## src/rtl/mem_arbiter.sv

```systemverilog
// Purpose: arbitrates a single-port unified memory between instruction fetch (port 0) and data (port 1).
// Latency: gnt/mem_en are combinational in the request cycle; read data returns MEM_LATENCY cycles later.
// Backpressure: one transaction outstanding; requesters see gnt=0 and hold req until IDLE re-arbitrates.
//
// Ports:
//   clk, rst                        clock and synchronous active-high reset
//   if_req/if_addr                  port 0 read request (read-only)
//   if_gnt/if_rvalid/if_rdata       port 0 accept strobe and read return
//   d_req/d_we/d_addr/d_wdata       port 1 read/write request
//   d_gnt/d_rvalid/d_rdata          port 1 accept strobe and read return
//   mem_en/mem_we/mem_addr/mem_wdata/mem_rdata   memory side
`ifndef WORD
`define WORD [31:0]
`endif

module mem_arbiter #(
    parameter int MEM_LATENCY = 2
) (
    input  logic       clk,
    input  logic       rst,
    input  logic       if_req,
    input  logic `WORD if_addr,
    output logic       if_gnt,
    output logic       if_rvalid,
    output logic `WORD if_rdata,
    input  logic       d_req,
    input  logic       d_we,
    input  logic `WORD d_addr,
    input  logic `WORD d_wdata,
    output logic       d_gnt,
    output logic       d_rvalid,
    output logic `WORD d_rdata,
    output logic       mem_en,
    output logic       mem_we,
    output logic `WORD mem_addr,
    output logic `WORD mem_wdata,
    input  logic `WORD mem_rdata
);
    localparam int CW = $clog2(MEM_LATENCY + 1);

    localparam logic [1:0] IDLE = 2'd0;
    localparam logic [1:0] WAIT = 2'd1;
    localparam logic [1:0] RESP = 2'd2;

    logic [1:0]    state;
    logic [CW-1:0] cnt;
    logic          owner;      // port that owns the outstanding read
    logic          last;       // port granted most recently (round-robin pointer)

    logic idle;
    logic gnt0;
    logic gnt1;
    logic rd_grant;
    logic resp;

    assign idle = (state == IDLE) && !rst;

    // Port 0 wins a tie when port 1 was granted last, and vice versa.
    assign gnt0 = idle && if_req && (!d_req || last);
    assign gnt1 = idle && d_req && (!if_req || !last);

    // Writes retire in the grant cycle; only reads occupy the memory afterwards.
    assign rd_grant = gnt0 || (gnt1 && !d_we);

    always_ff @(posedge clk) begin
        if (rst) begin
            state <= IDLE;
            cnt   <= '0;
            owner <= 1'b0;
            last  <= 1'b1;
        end else begin
            case (state)
                IDLE: begin
                    if (gnt0 || gnt1) begin
                        last <= gnt1;
                    end
                    if (rd_grant) begin
                        owner <= gnt1;
                        cnt   <= CW'(MEM_LATENCY - 1);
                        state <= (MEM_LATENCY == 1) ? RESP : WAIT;
                    end
                end
                WAIT: begin
                    // Counter holds the remaining WAIT cycles; leaving on 1 lands
                    // RESP exactly MEM_LATENCY cycles after the grant.
                    if (cnt != '0) begin
                        cnt <= cnt - CW'(1);
                    end
                    if (cnt <= CW'(1)) begin
                        state <= RESP;
                    end
                end
                RESP: begin
                    state <= IDLE;
                end
                default: begin
                    state <= IDLE;
                end
            endcase
        end
    end

    assign if_gnt = gnt0;
    assign d_gnt  = gnt1;

    assign mem_en    = gnt0 || gnt1;
    assign mem_we    = gnt1 && d_we;
    assign mem_addr  = gnt1 ? d_addr : (gnt0 ? if_addr : '0);
    assign mem_wdata = gnt1 ? d_wdata : '0;

    assign resp      = (state == RESP) && !rst;
    assign if_rvalid = resp && !owner;
    assign d_rvalid  = resp && owner;
    assign if_rdata  = if_rvalid ? mem_rdata : '0;
    assign d_rdata   = d_rvalid ? mem_rdata : '0;

endmodule

```

## config.mk

```make
export PLATFORM = sky130hd
export DESIGN_NAME = mem_arbiter
export DESIGN_NICKNAME = d
export VERILOG_FILES = /design/src/rtl/mem_arbiter.sv
export SDC_FILE = /design/constraint.sdc
export NUM_CORES = 1
export LEC_CHECK = 0
export CAP_MARGIN = 10
export CORE_AREA = 8 8 97 99
export CTS_CLUSTER_DIAMETER = 60
export DETAILED_ROUTE_END_ITERATION = 16
export DIE_AREA = 0 0 105 107
export DONT_BUFFER_PORTS = 1
export SKIP_LAST_GASP = 1
export SYNTH_ARGS = -nofsm -noshare
export SYNTH_HDL_FRONTEND = slang
export SYNTH_SLANG_ARGS = --single-unit
```

## constraint.sdc

```tcl
create_clock -name clk -period 1.75 [get_ports clk]
set_clock_uncertainty 0.15 [all_clocks]
set_input_delay 0.175 -clock clk [delete_from_list [all_inputs] [get_ports clk]]
set_output_delay 0.175 -clock clk [all_outputs]
set_load 0.02 [all_outputs]
```

==> results of run 1 <==
placed cells by master, fill, tap and decap left out, types with 2 or more instances in the layout:
cell,instances
a21oi_1,2
and2_2,53
and2_4,32
buf_6,2
clkbuf_16,4
nor2_1,3
and2_1,11
buf_12,6
clkbuf_8,3
or3_1,2
nand2b_1,2
buf_16,2
a22o_4,16
nand2_1,2
dfxtp_1,5
inv_1,3
ha_1,2
buf_4,7
a22o_2,15
flip-flops by register name (all words and copies together) (netlist names):
register  flops
cnt           2
owner         1
state         2
last          1
kinds of logic after synthesis:
logic type / Yosys count / synth area share, %
flip-flops: 6 / 9.066
adder cells (fa/ha/maj): 2 / 1.888
AND/OR/NAND/NOR: 113 / 54.86
AO/OA/AOI/OAI: 39 / 25.59
buffers and inverters: 22 / 8.593
final cells by class:
class,count,area (sq um)
clock buffers,3,41.29
multi-input cells,154,1399
repair buffers,22,360.3
flip-flops and latches,6,121.4
fillers,837,5851
inverters,5,23.77
well taps,105,131.4
power breakdown:
group	leakage, nW	internal (mW)	switching, mW
sequential	0.0495	0.146	0.00784
combinational	0.841	0.212	0.263
clock	0.0216	0.148	0.0576
layer usage:
layer  wire [um]  vias to the layer above
li1            -                      630
met1        3217                      742
met2        4591                      168
met3         923                        6
met4          61                        0
met5           0                        -
worst max path at each step:
stage / end / from / cells after the start / slack (ps)
floorplan: if_rdata[22] / state[0] / 3 / 70
global placement: mem_wdata[10] / state[0] / 5 / 110
detailed placement: mem_addr[22] / state[0] / 5 / 60
CTS: mem_addr[31] / state[0] / 6 / -60
global route: mem_wdata[20] / state[0] / 6 / -100
finish: mem_addr[4] / state[0] / 6 / -40
through the flow:
stage               TNS (ps)  setup slack [ps]  util, %  total power, mW
floorplan                  0             65.99        -           0.4382
CTS                   -522.7            -64.71    23.00           0.7795
detailed placement         0             64.62    18.56           0.4806
global route           -3533            -101.2    26.20           0.8736
global placement           0             105.0    18.56           0.4758
finish                -390.6            -37.55    26.20           0.8342
timing repair:
action | in CTS | in global routing
hold endpoints to repair | 6 | 5
setup endpoints to repair | 97 | 122
gates resized for setup | 90 | 76
pin swaps | 8 | 13
buffers inserted | 3 | 2
cloned | 2 | 6
==> metrics.md, run 1 <==
| Metric | Value |
|---|---|
| DRT iter0 DRCs | `77` |
| PwrDens | `401.7 nW/um^2` |
| Unrepaired setup endpoints after global routing | `yes` |
| Later-pin clock latency in the skew report | `220 ps` |
| Warnings, synthesis | `0` |
| Vias in the first global route | `1630` |
| Antenna violations before repair | `0` |
| Failing checks | `negative hold slack, negative setup slack` |
| Die Ht | `107 um` |
| GRT met1 Usage | `13.74%` |
| Maximum vdd ir drop | `142.3 uV` |
| Final setup viols | `30` |
| Status | `finished with violations` |
| Hold Path Cell Cnt | `1` |
| Crit path capture type | `output pin` |
| Crit share post-route | `102.1%` |
| Buf/Inv on CP | `3` |
| Reg2Reg Setup Slack | `0 ps` |
| Avg Inst Size Synth | `7.280 sq um` |
| Met2 usage | `22.85%` |
| Worst setup margin | `-37.55 ps` |
| Buffers added on ports | `0` |
| DRC viols | `0` |
| Critical path peak fanout | `7` |
| IO Pins | `267` |
| Core Box Area | `7928 sq um` |
| CTS H-tree lvls | `1` |
| Design Area, Final | `2077 sq um` |
| Syn Nets | `317` |
| Gpl congestion | `0.6995` |
| Initial cell density of the core | `16.71%` |
| Hold slack | `-128.6 ps` |
| Critical path data arrival time | `1460 ps` |
| FF-to-FF Start | `state[0]` |
| Global-route wire length before repair | `11.35 mm` |
| Tot GR Track Use | `12.67%` |
| Hold buffer count at cts | `1` |
| Netlist cell types | `28` |
| Final Hold Viols | `5` |
| Reg2Reg Depth | `8` |
| Register area share after synthesis | `9.065%` |
| Non-Filler Instances | `295` |
| Root buffer cell | `clkbuf_8` |
| Critical path cell sequence | `nor3_4 > nand3_2 > clkinv_4 > buf_12 > clkbuf_16 > a22o_4` |
| Die area | `11240 sq um` |
| Post-DRT Antenna Nets | `0` |
| Std cell rows | `33` |
| Slowest stage delay, CP | `380 ps` |
| Post-synth top area share | `45.33%` |
| Largest net degree at the start of global routing | `35` |
| Top delay family on crit path | `buffers and inverters` |
| Least-Margin Pin Slew | `275.6 ps` |
| DR vias | `1546` |
| Crit path kind | `flip-flop to output pin` |
| Share of cells above drive strength 1 | `79.47%` |
| Most numerous cell in the Yosys netlist | `and2_1` |
| Global route total overflow | `0` |
| Post-synthesis instance total | `182` |
| Worst r2r dst | `cnt[0]` |
| Largest area contributor in the netlist | `and2_1` |
| Crit path time final | `1788 ps` |
| P_leak | `0.9121 nW` |
| Highest achievable clock rate | `0.5594 GHz` |
| Placed Cells | `278` |
| Vias per cell | `5.241` |
| CTS tree | `done` |
| CTS Buf Count | `3` |
| Dominant cells by area after synthesis | `and2_1 45%, a22o_1 21%, dfxtp_1 9.1%, buf_4 2.3%, buf_2 1.9%` |
| Post-DP Area | `1471 sq um` |
| DR pass1 iterations | `4` |
| Hold path endpoint | `state[0]` |
| Startpoint types | `flip-flop` |
| Antenna cells | `0` |
| Hold_sp | `rst` |
| Slowest stage cell, crit path | `dfxtp_2` |
| Hold crit path type | `input pin to flip-flop` |
| Top Usage Layer GRT | `met2` |
| Clk sinks | `6` |
| Met3 Resource Use GR | `4.799%` |
| Commonest cells post-synth | `96 x and2_1, 32 x a22o_1, 6 x dfxtp_1` |
| Max-Cap Viols | `0` |
| FFs w/ async S/R, synth | `0%` |
| Worst Path Required | `1420 ps` |
| Post-DP HPWL | `6.701 mm` |
| Final Slew Violations | `0` |
| Post-synth top flop | `dfxtp_1` |
| Die X | `105 um` |
| Routed Wire Length | `8.794 mm` |
| Layout area overhead | `56.75%` |
| FF+latch count, synth | `6` |
| CTS max path bufs | `2` |
| Post-detailed-route wirelength per cell | `29.81 um` |
| Final nets | `327` |
| Number of synthesized flops with an enable pin | `0` |
| Slew margin rel. | `81.55%` |
| Clk slew on worst S/H paths | `40 ps` |
| Synth Cell Area | `1325 sq um` |
Power figures use the tool's default switching activity.
==> inputs of run 2 (changes only) <==
SETUP_SLACK_MARGIN = 0.4   (was unset)
==> run 2 against run 1 <==
Net effect: the run still ends with negative hold slack, negative setup slack left; sequential share of layout area fell by 1.1 points; combinational power rose by 22%; sequential cell count did not move; via count rose by 1.1%; sequential power barely moved; die area did not move; non-clock buffer count rose by 20; largest cell class unchanged.
==> metrics.md, run 2 (same netlist as run 1, synthesis figures left out) <==
| Metric | Value |
|---|---|
| Status | `finished with violations` |
| Failing checks | `negative hold slack, negative setup slack` |
| Startpoint types | `flip-flop` |
| Die area | `11240 sq um (unchanged)` |
| Maximum vdd ir drop | `462.4 uV (+220%)` |
| Tot GR Track Use | `11.91% (-0.76 points)` |
| Crit path kind | `flip-flop to output pin` |
| Vias per cell | `4.962 (-5.3%)` |
| Crit path capture type | `output pin` |
| Highest achievable clock rate | `0.5567 GHz (-0.49%)` |
| Placed Cells | `281 (+1.1%)` |
| Top delay family on crit path | `buffers and inverters` |
| Crit path time final | `1796 ps (+8.871 ps)` |
| Worst setup margin | `-46.42 ps (-8.871 ps)` |
| CTS max path bufs | `2 (unchanged)` |
| PwrDens | `356.7 nW/um^2 (-11%)` |
| Clk slew on worst S/H paths | `40 ps (about the same)` |
| Critical Path Stages | `6 (unchanged)` |
| Routed Wire Length | `8.056 mm (-8.4%)` |
| Largest net degree at the start of global routing | `34 (-2.9%)` |
| CTS tree | `done` |
| Post-DRT Antenna Nets | `0 (unchanged)` |
| Final nets | `347 (+6.1%)` |
| Buf/Inv on CP | `3 (unchanged)` |
| IO Pins | `267 (unchanged)` |
| Slew margin rel. | `84.17% (+2.6 points)` |
| Most frequent cells in the layout | `93 x and2_4, 32 x a22o_4, 11 x buf_6` |
| Worst slack, placed | `92.45 ps (+27.83 ps)` |
| Most common cell after layout, fill and taps aside | `and2_4` |
| Top Registers | `cnt x2, state x2` |
| Crit share post-route | `102.7% (+0.51 points)` |
| Non-Filler Instances | `315 (+6.8%)` |
| Hold slack | `-144.8 ps (-16.20 ps)` |
| DR pass1 iterations | `4 (unchanged)` |
| Layout area overhead | `100.1%` |
| DRC viols | `0 (unchanged)` |
| Hold Path Cell Cnt | `1 (unchanged)` |
| Reg2Reg Setup Slack | `80 ps (+80 ps)` |
| Slowest stage delay, CP | `330 ps (-50 ps)` |
| Post-detailed-route wirelength per cell | `25.57 um (-14%)` |
| Antenna violations before repair | `0 (unchanged)` |
| Core Box Area | `7928 sq um (unchanged)` |
| CTS H-tree lvls | `1 (unchanged)` |
| Critical path peak fanout | `6 (-1)` |
| Gpl congestion | `0.7013 (+0.26%)` |
| Global route total overflow | `0 (unchanged)` |
| Vias in the first global route | `1781 (+9.3%)` |
| Max-Cap Viols | `0 (unchanged)` |
| Hold crit path type | `input pin to flip-flop` |
| Buffers added on ports | `0 (unchanged)` |
| Post-DP HPWL | `6.235 mm (-7.0%)` |
| Critical path data arrival time | `1470 ps (about the same)` |
| P_leak | `1.197 nW (+31%)` |
| Area of the multi-input gates | `1652 sq um (+18%)` |
| Initial cell density of the core | `16.71% (unchanged)` |
| Later-pin clock latency in the skew report | `220 ps (about the same)` |
| Root buffer cell | `clkbuf_8` |
| Final Hold Viols | `6 (+1)` |
| Die X | `105 um (unchanged)` |
| Std cell rows | `33 (unchanged)` |
| Slowest stage cell, crit path | `dfxtp_2` |
| Worst Path Required | `1420 ps (about the same)` |
| Register area | `126.4 sq um (+4.1%)` |
| Antenna cells | `0 (unchanged)` |
| DR vias | `1563 (+1.1%)` |
| Final Slew Violations | `0 (unchanged)` |
| Least-Margin Pin Slew | `237.1 ps (-38.47 ps)` |
| CTS Buf Count | `3 (unchanged)` |
| Critical path cell sequence | `nor3_4 > nand3_2 > inv_4 > buf_12 > clkbuf_16 > a22o_4` |
| Clk sinks | `6 (unchanged)` |
| Fillers | `774 (-7.5%)` |
| Die Ht | `107 um (unchanged)` |
| Global-route wire length before repair | `11.07 mm (-2.4%)` |
| Final setup viols | `56 (+87%)` |
| DRT iter0 DRCs | `72 (-6.5%)` |
| Unrepaired setup endpoints after global routing | `yes` |
| Reg2Reg Depth | `9 (+1)` |
| Share of cells above drive strength 1 | `90.48% (+11 points)` |
==> run 2: final cells by class <==
cell class / count / share of cell area [%]
timing repair buffer: 42 / 25.34
tap: 105 / 4.955
multi-input combinational: 154 / 62.29
inverter: 5 / 1.085
sequential: 6 / 4.766
clock buffer: 3 / 1.557
==> run 2: worst paths after layout <==
check                              start           end
worst max-delay path            state[1]  mem_addr[17]
worst min register to register    cnt[1]        cnt[1]
worst max register to register  state[1]        cnt[1]
worst min-delay path                 rst      state[0]
==> run 2: timing repair <==
action / CTS / global route
gates cloned: 5 / 7
resized for setup: 47 / 12
endpoints found under the hold margin: 6 / 6
setup endpoints to repair: 139 / 139
setup buffers: 14 / 5
pin swaps: 38 / 11
==> run 2: metrics by stage <==
| step | setup TNS (ps) | power (mW) | utilization (%) | area [sq um] |
|---|---|---|---|---|
| 3_3_place_gp | 0 | 0.5771 | 24.86 | 1971 |
| 6_report | -1455 | 0.9456 | 33.44 | 2651 |
| 4_1_cts | -2094 | 0.8995 | 30.45 | 2414 |
| 2_1_floorplan | 0 | 0.5512 | - | 1914 |
| 3_5_place_dp | 0 | 0.5818 | 24.86 | 1971 |
| 5_1_grt | -6838 | 0.9818 | 33.44 | 2651 |
==> run 2: where the power goes <==
part           total (mW)  switching (mW)  internal [mW]
logic               0.581           0.289          0.292
registers           0.154         0.00875          0.146
clock network       0.210          0.0624          0.148
==> run 2: per-layer routing <==
metal / up-vias / GRT usage, % / wire length (um)
li1: 676 / - / -
met1: 733 / 11.28 / 2674
met2: 148 / 21.86 / 4283
met3: 6 / 6.719 / 997
met4: 0 / 2.854 / 102
met5: - / 0 / 0
